$ cat config.mk
export PLATFORM = sky130hd
export DESIGN_NAME = tlb_ctrl_flat
export DESIGN_NICKNAME = d
export VERILOG_FILES = /design/src/rtl/tlb_ctrl_if.sv /design/src/rtl/tlb_ctrl.sv /design/src/flat_wrapper.sv
export SDC_FILE = /design/constraint.sdc
export NUM_CORES = 2
export LEC_CHECK = 0
export CAP_MARGIN = 40
export CELL_PAD_IN_SITES_DETAIL_PLACEMENT = 0
export CELL_PAD_IN_SITES_GLOBAL_PLACEMENT = 2
export CORE_ASPECT_RATIO = 0.6
export CORE_MARGIN = 8
export CORE_UTILIZATION = 43
export DETAILED_ROUTE_END_ITERATION = 7
export DONT_BUFFER_PORTS = 1
export GPL_TIMING_DRIVEN = 0
export PLACE_DENSITY_LB_ADDON = 0.3
export SYNTH_ARGS = -nofsm -noshare
export SYNTH_HDL_FRONTEND = slang
export SYNTH_SLANG_ARGS = --single-unit
$ cat constraint.sdc
create_clock -name clk -period 2.85 [get_ports clk]
set_clock_uncertainty 0.05 [all_clocks]
set_input_delay 0.4275 -clock clk [delete_from_list [all_inputs] [get_ports clk]]
set_output_delay 0.4275 -clock clk [all_outputs]
set_load 0.005 [all_outputs]
$ cat src/rtl/tlb_ctrl_if.sv
// TLB maintenance operation request bundle.
// The master issues TLBWI/TLBWR/TLBP/TLBR together with the CP0 operands.
interface tlb_ctrl_if;
  logic        op_valid;
  logic        op_ready;
  logic [1:0]  op_code;
  logic [3:0]  index_i;
  logic [31:0] entryhi_i;
  logic [31:0] entrylo0_i;
  logic [31:0] entrylo1_i;
  logic [3:0]  wired_i;

  modport master (
    output op_valid,
    output op_code,
    output index_i,
    output entryhi_i,
    output entrylo0_i,
    output entrylo1_i,
    output wired_i,
    input  op_ready
  );

  modport slave (
    input  op_valid,
    input  op_code,
    input  index_i,
    input  entryhi_i,
    input  entrylo0_i,
    input  entrylo1_i,
    input  wired_i,
    output op_ready
  );
endinterface

$ cat src/rtl/tlb_ctrl.sv
// TLB maintenance controller: TLBWI/TLBWR writes, TLBP linear probe,
// TLBR readback from a shadow copy, plus the CP0 Random counter.
module tlb_ctrl #(
  parameter int ENTRIES = 16
) (
  input  logic        clk,
  input  logic        rst,
  tlb_ctrl_if.slave   op,
  output logic        tlb_we,
  output logic [3:0]  tlb_index,
  output logic [62:0] tlb_data,
  output logic        done,
  output logic        probe_hit,
  output logic [3:0]  probe_index,
  output logic [31:0] rd_entryhi,
  output logic [31:0] rd_entrylo0,
  output logic [31:0] rd_entrylo1,
  output logic [3:0]  random_o
);

  localparam logic [3:0] LAST = 4'(ENTRIES - 1);

  typedef enum logic [1:0] {
    IDLE,
    WRITE,
    PROBE,
    READ
  } state_t;

  state_t      state;
  state_t      state_nxt;

  logic [62:0] shadow [ENTRIES];
  logic [3:0]  scan;
  logic [62:0] cur;
  logic [62:0] rd_sel;
  logic        match;
  logic        probe_fin;
  logic        accept;
  logic [62:0] pack;

  logic        hit_q;
  logic [3:0]  pidx_q;
  logic [31:0] rhi_q;
  logic [31:0] rlo0_q;
  logic [31:0] rlo1_q;
  logic [31:0] rhi_c;
  logic [31:0] rlo0_c;
  logic [31:0] rlo1_c;

  logic is_wr;
  logic is_probe;
  logic is_read;

  assign is_wr    = ~op.op_code[1];
  assign is_probe = op.op_code == 2'b10;
  assign is_read  = op.op_code == 2'b11;

  assign op.op_ready = state == IDLE;
  assign accept      = op.op_ready & op.op_valid;

  assign pack = {
    op.entryhi_i[31:13],
    op.entrylo1_i[25:6],
    op.entrylo1_i[2],
    op.entrylo1_i[1],
    op.entrylo0_i[25:6],
    op.entrylo0_i[2],
    op.entrylo0_i[1]
  };

  // VPN2 of the latched request lives in tlb_data[62:44]
  assign cur   = shadow[scan];
  assign match = cur[62:44] == tlb_data[62:44];

  assign rd_sel = shadow[tlb_index];
  assign rhi_c  = {rd_sel[62:44], 13'b0};
  assign rlo1_c = {6'b0, rd_sel[43:24], 3'b0,
                   rd_sel[23], rd_sel[22], 1'b0};
  assign rlo0_c = {6'b0, rd_sel[21:2], 3'b0,
                   rd_sel[1], rd_sel[0], 1'b0};

  always_ff @(posedge clk or negedge rst) begin
    if (!rst) state <= IDLE;
    else      state <= state_nxt;
  end

  always_comb begin
    state_nxt = state;
    unique case (state)
      IDLE: begin
        if (op.op_valid) begin
          unique case (1'b1)
            is_wr:    state_nxt = WRITE;
            is_probe: state_nxt = PROBE;
            is_read:  state_nxt = READ;
          endcase
        end
      end
      WRITE: state_nxt = IDLE;
      READ:  state_nxt = IDLE;
      PROBE: begin
        if (match || scan == LAST)
          state_nxt = IDLE;
      end
      default: state_nxt = IDLE;
    endcase
  end

  always_comb begin
    probe_fin   = (state == PROBE) &
                  (match | (scan == LAST));
    tlb_we      = state == WRITE;
    done        = tlb_we | probe_fin |
                  (state == READ);
    probe_hit   = hit_q;
    probe_index = pidx_q;
    if (probe_fin) begin
      probe_hit   = match;
      probe_index = match ? scan : 4'd0;
    end
    rd_entryhi  = rhi_q;
    rd_entrylo0 = rlo0_q;
    rd_entrylo1 = rlo1_q;
    if (state == READ) begin
      rd_entryhi  = rhi_c;
      rd_entrylo0 = rlo0_c;
      rd_entrylo1 = rlo1_c;
    end
  end

  always_ff @(posedge clk or negedge rst) begin
    if (!rst) begin
      tlb_index <= '0;
      tlb_data  <= '0;
      scan      <= '0;
    end else if (accept) begin
      tlb_index <= (op.op_code == 2'b01) ?
                   random_o : op.index_i;
      tlb_data  <= pack;
      scan      <= '0;
    end else if (state == PROBE) begin
      scan <= scan + 4'd1;
    end
  end

  always_ff @(posedge clk or negedge rst) begin
    if (!rst) begin
      for (int i = 0; i < ENTRIES; i++)
        shadow[i] <= '0;
    end else if (tlb_we) begin
      shadow[tlb_index] <= tlb_data;
    end
  end

  always_ff @(posedge clk or negedge rst) begin
    if (!rst) begin
      hit_q  <= 1'b0;
      pidx_q <= '0;
      rhi_q  <= '0;
      rlo0_q <= '0;
      rlo1_q <= '0;
    end else begin
      if (probe_fin) begin
        hit_q  <= probe_hit;
        pidx_q <= probe_index;
      end
      if (state == READ) begin
        rhi_q  <= rhi_c;
        rlo0_q <= rlo0_c;
        rlo1_q <= rlo1_c;
      end
    end
  end

  // Wraps to 15 at or below Wired, so Wired=15 pins it at 15
  always_ff @(posedge clk or negedge rst) begin
    if (!rst)
      random_o <= 4'hF;
    else if (random_o <= op.wired_i)
      random_o <= 4'hF;
    else
      random_o <= random_o - 4'd1;
  end

endmodule

$ cat src/flat_wrapper.sv
// flat-port wrapper written by rule: the top's interface ports become plain ports
module tlb_ctrl_flat 
#(
  parameter int ENTRIES = 16
)
  (clk, rst, tlb_we, tlb_index, tlb_data, done, probe_hit, probe_index, rd_entryhi, rd_entrylo0, rd_entrylo1, random_o, op_op_valid, op_op_code, op_index_i, op_entryhi_i, op_entrylo0_i, op_entrylo1_i, op_wired_i, op_op_ready);
  tlb_ctrl_if op_i ();
  input  logic clk;
  input  logic rst;
  output logic tlb_we;
  output logic [3:0] tlb_index;
  output logic [62:0] tlb_data;
  output logic done;
  output logic probe_hit;
  output logic [3:0] probe_index;
  output logic [31:0] rd_entryhi;
  output logic [31:0] rd_entrylo0;
  output logic [31:0] rd_entrylo1;
  output logic [3:0] random_o;
  input wire logic [$bits(op_i.op_valid)-1:0] op_op_valid;
  input wire logic [$bits(op_i.op_code)-1:0] op_op_code;
  input wire logic [$bits(op_i.index_i)-1:0] op_index_i;
  input wire logic [$bits(op_i.entryhi_i)-1:0] op_entryhi_i;
  input wire logic [$bits(op_i.entrylo0_i)-1:0] op_entrylo0_i;
  input wire logic [$bits(op_i.entrylo1_i)-1:0] op_entrylo1_i;
  input wire logic [$bits(op_i.wired_i)-1:0] op_wired_i;
  output wire logic [$bits(op_i.op_ready)-1:0] op_op_ready;
  assign op_i.op_valid = op_op_valid;
  assign op_i.op_code = op_op_code;
  assign op_i.index_i = op_index_i;
  assign op_i.entryhi_i = op_entryhi_i;
  assign op_i.entrylo0_i = op_entrylo0_i;
  assign op_i.entrylo1_i = op_entrylo1_i;
  assign op_i.wired_i = op_wired_i;
  assign op_op_ready = op_i.op_ready;
  tlb_ctrl #(.ENTRIES(ENTRIES)) u_core (.clk(clk), .rst(rst), .op(op_i), .tlb_we(tlb_we), .tlb_index(tlb_index), .tlb_data(tlb_data), .done(done), .probe_hit(probe_hit), .probe_index(probe_index), .rd_entryhi(rd_entryhi), .rd_entrylo0(rd_entrylo0), .rd_entrylo1(rd_entrylo1), .random_o(random_o));
endmodule
# == After elaboration in Yosys (flattened, before gate mapping) ==
# Cells that the tools add are included.
# W data, S select, Z words.
# op_classes
bitwise,8
n_eq_ne,10
n_div,0
n_mul,0
order_cmp,4
shift,0
n_mux,23
reduce_logical,6
addsub,2
# ops
op,n
$bwmux W1008,1
$bmux W63 S4,2
$mux W63,5
$demux W63 S4,1
$mux W32,3
$mux W4,6
$eq A19 B19 Y1,1
$pmux W2 S3,2
$ge A5 B5 Y1 const B,2
$not A4 Y5,2
$eq A2 B2 Y1 const B,4
$lt A5 B1 Y1 const B,1
$add A4 B1 Y4 const B,1
$eq A2 B1 Y1 const B,2
$eq A4 B4 Y1 const B,1
$le A4 B4 Y1,1
$mux W2,2
$sub A4 B1 Y4 const B,1
$or A1 B1 Y1,3
$and A1 B1 Y1,2
$logic_not A2 Y1,1
$ne A2 B1 Y1 const B,1
$ne A2 B2 Y1 const B,1
$reduce_and A2 Y1,1
other kinds (6),6
# word_totals
latchBits,0
mem_count,0
ramBits,0
ff_bits,1186
romBits,0

# == Longest topological paths before layout ==
# depth
depth_word,9
mapped_depth,12

# == Worst setup path before layout ==
# OpenSTA, ideal clock, no wires.
# synth_path
path_kind,reg-to-output
start,reg u_core.tlb_index[0]
end,out rd_entryhi[19]
t_arrival_ns,2.648
path_buffers,3
slack_ns,-0.276
path_stages_with_launch,7
path_cell_list,dfrtp_1 > clkbuf_1 > clkbuf_1 > buf_1 > mux4_2 > mux4_2 > mux2_2
# synth_between
elab_chain_cells,5
# synth_lines
element,line_no,text
start: declaration,tlb_ctrl.sv:10,"output logic [3:0] tlb_index,"
start signal: assignment,tlb_ctrl.sv:138,tlb_index <= (op.op_code == 2'b01) ?
$not A4 Y5 (not written as such),tlb_ctrl.sv:76,assign rd_sel = shadow[tlb_index];
$bmux W63 S4,tlb_ctrl.sv:76,
$mux W63 (not written as such) (2 in a row),tlb_ctrl.sv:76,
$mux W32,--,
end: declaration,flat_wrapper.sv:16,output logic [31:0] rd_entryhi;
# Every way passes these cells. The select of a mux whose other input is x is not followed.

# == Worst setup path after layout ==
# layout_path
start,reg u_core.scan[1]
end,out probe_index[1]
# layout_between
elab_chain_cells,8
# layout_lines
element,line_no,text
start: declaration,tlb_ctrl.sv:34,logic [3:0] scan;
start signal: assignment,tlb_ctrl.sv:143,scan <= scan + 4'd1;
$not A4 Y5 (not written as such),tlb_ctrl.sv:73,assign cur = shadow[scan];
$bmux W63 S4,tlb_ctrl.sv:73,
$mux W63 (not written as such) (2 in a row),tlb_ctrl.sv:73,
$eq A19 B19 Y1,tlb_ctrl.sv:74,assign match = cur[62:44] == tlb_data[62:44];
$or A1 B1 Y1,tlb_ctrl.sv:112,(match | (scan == LAST));
$and A1 B1 Y1,tlb_ctrl.sv:111,probe_fin = (state == PROBE) &
$mux W4 (*),tlb_ctrl.sv:118,if (probe_fin) begin
end: declaration,flat_wrapper.sv:15,output logic [3:0] probe_index;
# Mark *: on every way between the ends. The rest lies on a longest branch, timed or not. The select of a mux whose other input is x is not followed.

==> summary.md <==
| Metric | Value |
|---|---|
| Most frequent cell after synthesis | `dfrtp_1` |
| TritonCTS Buffers | `113` |
| Pleak | `0.0304 uW` |
| Switch share | `34.9%` |
| EDFF count, synth | `0` |
| Dpl ws | `-1.92 ns` |
| Peak supply drop | `0.597 mV` |
| Hpwl dp | `about 120 mm` |
| DR pass1 iterations | `5` |
| Comb pwr share | `40.5%` |
| Largest cells by area after synthesis | `dfrtp_1 54%, mux2_2 24%, mux4_2 15%` |
| Worst-Skew Late Latency | `roughly 0.73 ns` |
| Final #Nets | `roughly 3800` |
| Endpoints failing setup | `243` |
| Gp weighted congestion | `0.892` |
| Largest net degree at the start of global routing | `roughly 1200` |
| Asr flop ratio synth | `100%` |
| Synth cell types | `63` |
| Yosys reg bits | `between 1000 and 1500` |
| Residual DRC | `0` |
| Core Footprint | `126000 um^2` |
| Initial antenna violation count | `4` |
| Number of H-tree levels | `3` |
| Final hold vios | `0` |
| Vias in the first global route | `35200` |
| Dpl cell area | `about 58000 um^2` |
| Vias per cell | `~6` |
| CTS Sinks | `approximately 1200` |
| RSZ-0062 raised after global routing | `true` |
| Routed WL | `170 mm` |
| Layout Utilization | `51.6%` |
| Post-route antenna net violation count | `0` |
| Routed vias | `32800` |
| Top_reg_cell synth | `dfrtp_1` |
| ANT cells | `0` |
| Max clock buf depth | `3` |
| Part of the Yosys area used for sequential elements | `54.5%` |
| Hold crit path type | `in -> reg` |
| Max Freq | `218 MHz` |
| Startpoint types | `flip-flop` |
| Net Switching | `25500 uW` |
| Area of the die | `139000 um^2` |
| Crit Path Class | `reg -> out` |
| Top Ports | `between 200 and 300` |
| Area delta synth->final | `19.4%` |
| Slew of the pin with the lowest slew margin | `1.06 ns` |
| Fin crit period | `4.58 ns` |
| Sequential Power Share | `38.1%` |
| Post-Syn Area | `54500 um^2` |
| Mapped Nets | `3440` |
| Post-layout instance area | `65000 um^2` |
| Starting Density | `43.2%` |
| Worst rel slew slack | `roughly 30%` |
| Count of buffer and inverter cells on the critical path | `3` |
| P per Cell Area | `between 1000 and 1500 nW/um^2` |
| Final global-route overflow total | `0` |
| CP top delay family | `multiplexers` |
| Port buffer count | `0` |
| Slowest-stage cell, CP | `mux4_2` |
| Req. time, crit path | `2.37 ns` |
| Crit path DAT | `4.10 ns` |
| Fraction of layout cells with a size suffix above 1 | `55.0%` |
| # Max-Cap Violations | `0` |
| Mapped Avg Cell Area | `16.4 um^2` |
| Slew Limit Fails | `0` |
| Worst path cell trace | `buf_12, buf_16, mux4_2, a221oi_2, xor2_2, nand4_1, nor3_4, buf_6, nand3_4, mux2_4` |
| Root buf cell | `clkbuf_16` |
| Final period util | `161%` |
| Crit end category | `output pin` |
| Failing checks | `negative setup slack` |
| CTS tree | `done` |
| Clock-pin transition on the worst setup and hold timing paths | `approximately 0.07 ns` |
| Iteration-0 DRC Markers | `2916` |
| Clock power share | `21.4%` |
| Final cell count without fillers | `5486` |
| Syn. warnings | `0` |
| Post-route setup slack | `-1.73 ns` |
| Wire length per cell | `30.9 um` |
| Syn Inst Count | `3325` |
| Post-synth top area cell | `dfrtp_1` |
| Row cnt | `101` |
| Max stage delay on crit path | `0.54 ns` |
| Global-route wire length before repair | `249 mm` |
| Die H | `292 um` |
| Largest fanout on the critical path | `7` |
| Status | `complete, but fails checks` |
| Synth cell count leaders | `1182 x dfrtp_1, 1142 x mux2_2, 361 x mux4_2` |
| P_int | `roughly 48000 uW` |
| Overall power | `73100 uW` |
| Post-synth top area share | `54.3%` |
| Cells after DPL | `5117` |
| DIE WIDTH | `475 um` |
| Overall Global Routing Usage | `between 20% and 30%` |
-- layout make-up --
class | count | area [um^2]
plain buffers | 295 | 2100
clock buffers | 169 | 3380
flip-flops and latches | 1186 | 29700
multi-input cells | 1824 | 23900
fillers | 10200 | 61100
clock inverters | 39 | 427
inverters | 10 | 40.0
repair buffers | 264 | 3360
well taps | 1699 | 2130
-- layer usage --
layer / routed length, um / track usage (%)
met1: 78000 / 36.3
met3: 14300 / 7.02
met2: 72400 / 34.4
met4: 5060 / 6.67
met5: 0 / 0
-- layout by cell type, fill, tap and decap left out, drive strengths merged, types with 20 or more instances in the layout --
cell type	instances
mux2	1148
mux2i	62
nand2	36
dlygate4sd3	70
dfrtp	1182
and2	36
buf	279
clkinv	25
a22oi	20
mux4	365
clkbuf	379
-- sequential cells by signal, indices dropped and copies added, names as in the netlist --
| signal | flops |
|---|---|
| u_core.rlo1_q | 32 |
| u_core.rlo0_q | 32 |
| u_core.shadow | 1008 |
| u_core.scan | 4 |
| u_core.state | 2 |
| u_core.tlb_data | 63 |
| u_core.random_o | 4 |
| u_core.rhi_q | 32 |
| u_core.pidx_q | 4 |
| u_core.tlb_index | 4 |
| u_core.hit_q | 1 |
-- stage by stage --
stage	hold slack, ns	setup TNS (ns)
2_1_floorplan	0.0819	-0.220
3_3_place_gp	0.114	-1613.47
3_5_place_dp	0.123	-1073.86
4_1_cts	-0.680	-98.54
5_1_grt	0.0233	-241.92
6_report	0.0554	-100.37
-- worst paths after layout --
check	from	end	slack (ns)	depth (start not counted)
max	u_core.scan[1]	probe_index[1]	-1.73	10
max in group asynchronous	rst	u_core.shadow[767]	-0.11	4
min reg2reg	u_core.random_o[0]	u_core.random_o[0]	0.44	1
min in group asynchronous	rst	u_core.rlo1_q[25]	0.46	2
min	op_wired_i[0]	u_core.random_o[3]	0.06	3
max reg2reg	u_core.scan[1]	u_core.pidx_q[1]	-1.22	15
-- logic make-up (layout without fill, tap and decap cells) --
group	after synthesis	count (layout)	synth area share (%)
multiplexers	1575	1575	40.0
flip-flops	1186	1186	54.5
buffers and inverters	315	777	2.44
AND/OR/NAND/NOR	151	151	1.59
AO/OA/AOI/OAI	73	73	0.997
XOR/XNOR	19	19	0.306
adder cells (fa/ha/maj)	6	6	0.138
-- power groups by stage --
stage                     registers, uW  clock network, uW  logic [uW]
after global placement            27300                  0       24000
after global routing              28600              16600       31200
after floorplan                   25900                  0       17600
final                             27900              15600       29600
after CTS                         27700              15900       28800
after detailed placement          28000                  0       25600
-- timing repair --
item                                   4_1_cts  5_1_grt
pin swaps                                   12       11
hold buffers                                68        2
gates cloned                                13        4
endpoints found under the hold margin     1254      340
setup buffers                               64       23
setup endpoints to repair                 1203      604
gates resized for setup                    408       80
-- tightest hold or removal path: stages --
cell and delay (ns):
ha_1 0.11, a41oi_1 0.20, nand2_1 0.07
No activity file was read; power rests on OpenSTA's default activity.
